### src/rtl/imem_load_controller.sv
// Boot-time instruction memory loader: host words in, big-endian byte writes out.
// Optional CHECKSUM output enabled by defining IMEM_LOAD_CHECKSUM_EN.
module imem_load_controller #(
    parameter int MEM_SIZE = 1024,
    parameter int ADDR_W   = 10,
    parameter int WORD_LEN = 32
) (
    input  logic                CLK,
    input  logic                RST,
    input  logic                LOAD_START,
    input  logic                IN_VALID,
    output logic                IN_READY,
    input  logic [WORD_LEN-1:0] IN_WORD,
    input  logic                IN_LAST,
    output logic                MEM_WE,
    output logic [ADDR_W-1:0]   MEM_WADDR,
    output logic [7:0]          MEM_WDATA,
    output logic                CPU_HOLD,
    output logic                LOAD_DONE,
    output logic                LOAD_ERR,
`ifdef IMEM_LOAD_CHECKSUM_EN
    output logic [31:0]         CHECKSUM,
`endif
    output logic [ADDR_W-2:0]   WORD_CNT
);

    typedef enum logic [2:0] {IDLE, WAIT, WR, DONE, ERR} state_t;

    localparam logic [ADDR_W:0] MEM_TOP = (ADDR_W+1)'(MEM_SIZE);

    state_t              state;
    logic [1:0]          bi;
    logic [1:0]          bi_nxt;
    logic [ADDR_W-1:0]   ptr;
    logic [ADDR_W:0]     ptr_nxt;
    logic [WORD_LEN-1:0] word_q;
    logic                last_q;

    function automatic logic [7:0] byte_sel(input logic [WORD_LEN-1:0] w, input logic [1:0] idx);
        logic [7:0] b;
        case (idx)
            2'd0:    b = w[31:24];
            2'd1:    b = w[23:16];
            2'd2:    b = w[15:8];
            default: b = w[7:0];
        endcase
        return b;
    endfunction

    assign IN_READY = (state == WAIT);
    assign bi_nxt   = bi + 2'd1;
    // One bit wider so a pointer reaching the top of memory does not wrap to 0.
    assign ptr_nxt  = {1'b0, ptr} + (ADDR_W+1)'(4);

    // Word holding register carries data only, so it is left out of reset.
    always_ff @(posedge CLK) begin
        if (state == WAIT && IN_VALID)
            word_q <= IN_WORD;
    end

    always_ff @(posedge CLK) begin
        if (RST) begin
            state     <= IDLE;
            bi        <= 2'd0;
            ptr       <= '0;
            last_q    <= 1'b0;
            MEM_WE    <= 1'b0;
            MEM_WADDR <= '0;
            MEM_WDATA <= '0;
            CPU_HOLD  <= 1'b1;
            LOAD_DONE <= 1'b0;
            LOAD_ERR  <= 1'b0;
            WORD_CNT  <= '0;
`ifdef IMEM_LOAD_CHECKSUM_EN
            CHECKSUM  <= '0;
`endif
        end else begin
            case (state)
                IDLE, DONE, ERR: begin
                    if (LOAD_START) begin
                        state     <= WAIT;
                        ptr       <= '0;
                        WORD_CNT  <= '0;
                        CPU_HOLD  <= 1'b1;
                        LOAD_DONE <= 1'b0;
                        LOAD_ERR  <= 1'b0;
`ifdef IMEM_LOAD_CHECKSUM_EN
                        CHECKSUM  <= '0;
`endif
                    end
                end
                WAIT: begin
                    // Byte 0 goes out on the handshake edge itself.
                    if (IN_VALID) begin
                        state     <= WR;
                        last_q    <= IN_LAST;
                        bi        <= 2'd0;
                        WORD_CNT  <= WORD_CNT + (ADDR_W-1)'(1);
                        MEM_WE    <= 1'b1;
                        MEM_WADDR <= ptr;
                        MEM_WDATA <= byte_sel(IN_WORD, 2'd0);
`ifdef IMEM_LOAD_CHECKSUM_EN
                        CHECKSUM  <= {CHECKSUM[30:0], CHECKSUM[31]} ^ IN_WORD;
`endif
                    end
                end
                WR: begin
                    if (bi != 2'd3) begin
                        bi        <= bi_nxt;
                        MEM_WADDR <= ptr + ADDR_W'(bi_nxt);
                        MEM_WDATA <= byte_sel(word_q, bi_nxt);
                    end else begin
                        MEM_WE <= 1'b0;
                        ptr    <= ptr_nxt[ADDR_W-1:0];
                        if (last_q) begin
                            state     <= DONE;
                            CPU_HOLD  <= 1'b0;
                            LOAD_DONE <= 1'b1;
                        end else if (ptr_nxt == MEM_TOP) begin
                            state    <= ERR;
                            LOAD_ERR <= 1'b1;
                        end else begin
                            state <= WAIT;
                        end
                    end
                end
                default: state <= IDLE;
            endcase
        end
    end

endmodule
### config.mk
export PLATFORM = sky130hd
export DESIGN_NAME = imem_load_controller
export DESIGN_NICKNAME = d
export VERILOG_FILES = /design/src/rtl/imem_load_controller.sv
export SDC_FILE = /design/constraint.sdc
export NUM_CORES = 1
export LEC_CHECK = 0
export ABC_AREA = 1
export CORE_MARGIN = 5
export CORE_UTILIZATION = 52
export DETAILED_ROUTE_END_ITERATION = 6
export GPL_ROUTABILITY_DRIVEN = 0
export PLACE_DENSITY = 0.9
export SYNTH_ARGS = -nofsm -noshare
export SYNTH_HDL_FRONTEND = slang
export SYNTH_SLANG_ARGS = --single-unit
### constraint.sdc
create_clock -name CLK -period 2.6 [get_ports CLK]
set_input_delay 0.52 -clock CLK [delete_from_list [all_inputs] [get_ports CLK]]
set_output_delay 0.52 -clock CLK [all_outputs]
set_load 0.01 [all_outputs]
# [Yosys cells after proc, flatten, opt, wreduce, memory -nomap -nowiden]
# Index checks and enable logic that the tools add are counted.
[totals] register_bits=79 inputBits=37 out_inout_bits=32
[classes] addsub=4 n_eq_ne=15 muxes=37 reduce_logical=15
[op_table] operator="2-to-1 mux 10 bit" count=4
[op_table] operator="case mux 10 bit (2 select lines)" count=2
[op_table] operator="case mux 8 bit (3 select lines)" count=1
[op_table] operator="2-to-1 mux 9 bit" count=2
[op_table] operator="case mux 9 bit (2 select lines)" count=1
[op_table] operator="2-to-1 mux 8 bit" count=2
[op_table] operator="!= test 2 bit, second input constant" count=8
[op_table] operator="case mux 8 bit (2 select lines)" count=1
[op_table] operator="2-to-1 mux 3 bit" count=5
[op_table] operator="AND reduction 3 bit" count=5
[op_table] operator="adder 10 x 3 -> 11 bit, second input constant" count=1
[op_table] operator="equality test 11 bit, second input constant" count=1
[op_table] operator="2-to-1 mux 1 bit" count=11
[op_table] operator="adder 10 x 2 -> 10 bit" count=1
[op_table] operator="adder 9 x 1 -> 9 bit, second input constant" count=1
[op_table] operator="case mux 3 bit (3 select lines)" count=1
[op_table] operator="case mux 1 bit (2 select lines)" count=4
[op_table] operator="equality test 3 x 2 -> 1 bit, second input constant" count=2
[op_table] operator="nonzero test 2 bit" count=3
[op_table] operator="AND reduction 5 bit" count=1
[op_table] operator="2-to-1 mux 2 bit" count=2
[op_table] operator="case mux 2 bit (2 select lines)" count=1
[op_table] operator="AND reduction 4 bit" count=1
[op_table] operator="equality test 3 x 1 -> 1 bit, second input constant" count=1
[op_table] operator="9 further kinds" count=9

# [Logic depth before layout (Yosys ltp)]
[depth] depth_word=6 depth_mapped=9 depth_no_buf=9

# [Worst setup path before layout]
# No wires, ideal clock.
[synth_timing] path_kind="register to register" startpoint="register state[0]" endpoint="register word_q[0], enable pin" setup_time_ps=387 arrival_time_ps=1487 required_time_ps=2213 slack_ps=726 path_stages_with_launch=5 n_path_buf=0 cell_sequence="dfxtp_1 -> nand2_1 -> nor2_4 -> nand2_2 -> inv_1"
[synth_via] elab_chain_len=2
[synth_rtl] element="start, declared" line="31" rtl="state_t state;"
[synth_rtl] element="start signal, assigned" line="63" rtl="state <= IDLE;"
[synth_rtl] element="start signal, assigned" line="81" rtl="state <= WAIT;"
[synth_rtl] element="start signal, assigned" line="95" rtl="state <= WR;"
[synth_rtl] element="equality test 3 x 1 -> 1 bit"
[synth_rtl] element="named net IN_READY" line="12" rtl="output logic IN_READY,"
[synth_rtl] element="logical AND 1 bit" line="57" rtl="if (state == WAIT && IN_VALID)"
[synth_rtl] element="end signal, assigned" line="58" rtl="word_q <= IN_WORD;"
[synth_rtl] element="end, declared" line="36" rtl="logic [WORD_LEN-1:0] word_q;"
# The timed path passes the listed nets, and every way through them passes these cells.
# A chain may end at the register's enable or synchronous reset.

# [Worst setup path in the final report]
[layout_timing] startpoint="register state[0]" endpoint="output port IN_READY"
[layout_via] elab_chain_len=1
[layout_rtl] element="equality test 3 x 1 -> 1 bit" line="50" rtl="assign IN_READY = (state == WAIT);"
[layout_rtl] element="end, declared" line="12"
# Every way passes these cells.

==> impl_results.md <==
* Area grow syn2layout at 25.8%
* WP buf/inv at 1
* Synth cell types at 26
* Final wirelength at 8540 um
* Total clock sinks at 77
* Synthesized area at 0.00353 mm2
* Critical path class: reg -> out
* RSZ-0062 raised after global routing: false
* WL per Instance at 14.5 um
* YS warnings at 0
* Pwr dens at 956 mW/mm2
* Startpoint types: flop
* Die W at 92.4 um
* Final setup viols at 0
* TritonRoute pass-1 iters at 5
* Setup tns final at 0 ns
* R2R depth at 7
* Worst Hold Class: reg -> reg
* FMAX at 449 MHz
* Initial antenna violation count at 0
* Max IR drop VDD at 0.584 mV
* CTS hold repair buffers at 0
* WP data required at 2.08 ns
* Worst R2R Start: state[1]$_SDFFE_PP0P_
* Number of synthesized flops with an enable pin at 32
* Cell taking the most area after synthesis: edfxtp_1
* Total GRT Usage at 0.209
* Final cell count without fillers at 588
* N_diodes at 0
* Critical Path AT at 1.71 ns
* Clock period minus worst slack at 2.23 ns
* Dpl ws at 0.614 ns
* Die Ht at 92.4 um
* Vias in the first global route at 3121
* Static Leakage at 1.74 nW
* Worst Max-Slew Pin Slew at 0.581 ns
* Final net count at 548
* Clk slew on worst S/H paths at 0.08 ns
* Drt via density at 5.36
* Final Skew at 0.00961 ns
* Critical path peak fanout at 7
* Maximum clock path buffer count at 2
* Relative slew slack at 0.612
* Tcrit/Tclk final at 0.856
* Synth area leaders: edfxtp_1, dfxtp_1, nand2_1, nor2_1, inv_1
* Multi-input logic area at 0.00143 mm2
* Seq/Total Area, Yosys at 0.527
* DRC at 0
* Final Hold Fails at 0
* Max-slew violations at 0
* First-pass GRT wire length at 14200 um
* Async SR Flop Fraction at 0
* CP startpoint: state[0]$_SDFFE_PP0P_
* Congestion Overflow GR at 0
* Status: finished, final reports clean
* Levels on crit path at 3
* Worst-path cell chain: nand2_1 > nor2_4 > clkdlybuf4s50_1
* CTS root buf: clkbuf_8
* Layout cells sized above 1 at 0.0748
* #FFs+latches synth at 77
* Hold depth at 2
* Syn_nets at 479
* Top_reg_cell synth: dfxtp_1
* Largest net degree at the start of global routing at 33
* Cts bufs inserted at 9
* Std-Cell Rows at 30
* Vias at 3151
* Hold path start: LOAD_DONE$_SDFFE_PP0P_
* Placed Cells at 572
* Post-DP HPWL at 6210 um
* I/O Buffers at 68
* Initial core utilization at 0.526
* Reg area at 0.00186 mm2
* ANT nets after route at 0
* Count leader, synth: nand2_1
* Slowest stage delay, CP at 0.57 ns
* Family with the most delay on the worst path: buffers and inverters
* Avg Synthesized Cell Area at 8.14 um2
* Setup ws final at 0.373 ns
* Core area at 0.00672 mm2
* Clk_lat worst skew at 0.36 ns
* CTS tree: done
* Post-CTS sizing at 0
* Clock H-tree levels at 3
* Max cap viols at 0
* Layout Utilization at 0.661
* I/O pin count at 69
* Die area at 0.00854 mm2
* DRT iter0 DRCs at 242
* Fill cells at 531
* Synth cell count leaders: nand2_1, nor2_1, dfxtp_1
* Top cell type's share of synthesized area at 0.272
* CP endpoint kind: output port
* Mapped Cells at 434
* Critical path's slowest cell: clkdlybuf4s50_1
* Post-CTS Setup Inserts at 0
[final timing paths]
check	endpoint	slack (ns)
hold / removal	LOAD_DONE$_SDFFE_PP0P_	0.47
setup / recovery	IN_READY	0.37
setup reg to reg	MEM_WADDR[2]$_SDFFE_PP0P_	0.65
hold reg to reg	LOAD_DONE$_SDFFE_PP0P_	0.47
[where the power goes]
group	total (W)	switching, W	internal, W
clock	0.000867	0.000497	0.000370
combinational	0.00165	0.000994	0.000655
sequential	0.00173	0.000198	0.00153
[worst register-to-register path: stages, from the launching register on]
cell,delay [ns]
dfxtp_1,0.51
nand2_2,0.12
nor2_4,0.35
nand2_4,0.16
nand2_4,0.25
inv_2,0.19
a21oi_1,0.19
nor2_1,0.06
[state kept, by name (all words and copies together) (netlist names)]
| signal | flops |
|---|---|
| ptr | 8 |
| bi | 2 |
| LOAD_ERR | 1 |
| state | 3 |
| MEM_WE | 1 |
| word_q | 32 |
| MEM_WADDR | 10 |
| LOAD_DONE | 1 |
| WORD_CNT | 9 |
| last_q | 1 |
| MEM_WDATA | 8 |
| CPU_HOLD | 1 |
[logic make-up after synthesis]
group / after synthesis / share of synthesized area
other: 1 / 0.00106
adders and majority gates: 8 / 0.0283
AOI/OAI and AO/OA: 67 / 0.104
and+or+nand+nor: 223 / 0.266
buffers and inverters: 56 / 0.0691
xor gates and xnor gates: 2 / 0.00496
DFF: 77 / 0.527
[layout by cell type, fill, tap and decap left out, types with 5 or more instances in the layout]
cell / instances
nand2_1: 105
nor2_1: 74
clkdlybuf4s50_1: 68
dfxtp_1: 45
inv_1: 39
edfxtp_1: 32
a21oi_1: 29
nand3_1: 28
o21ai_0: 25
clkbuf_8: 9
o21ai_1: 8
ha_1: 8
nand2_2: 5
[final cells by class]
type / count / area share
Multi-Input combinational cell: 301 / 0.321
Clock buffer: 9 / 0.0279
Tap cell: 80 / 0.0225
Sequential cell: 77 / 0.419
Clock inverter: 7 / 0.0144
Inverter: 42 / 0.0355
Timing Repair Buffer: 72 / 0.160
[stage by stage]
stage	area, um2	hold slack (ns)	power [W]
floorplan	3530	0.441	0.00280
global placement	4260	0.440	0.00330
detailed placement	4260	0.455	0.00338
CTS	4440	0.468	0.00425
global route	4440	0.497	0.00454
finish	4440	0.468	0.00425
[layer usage]
layer	track usage	routed length, um
met1	0.237	3350
met2	0.366	4260
met3	0.0552	688
met4	0.0953	232
met5	0	0
Power figures use the tool's default switching activity.
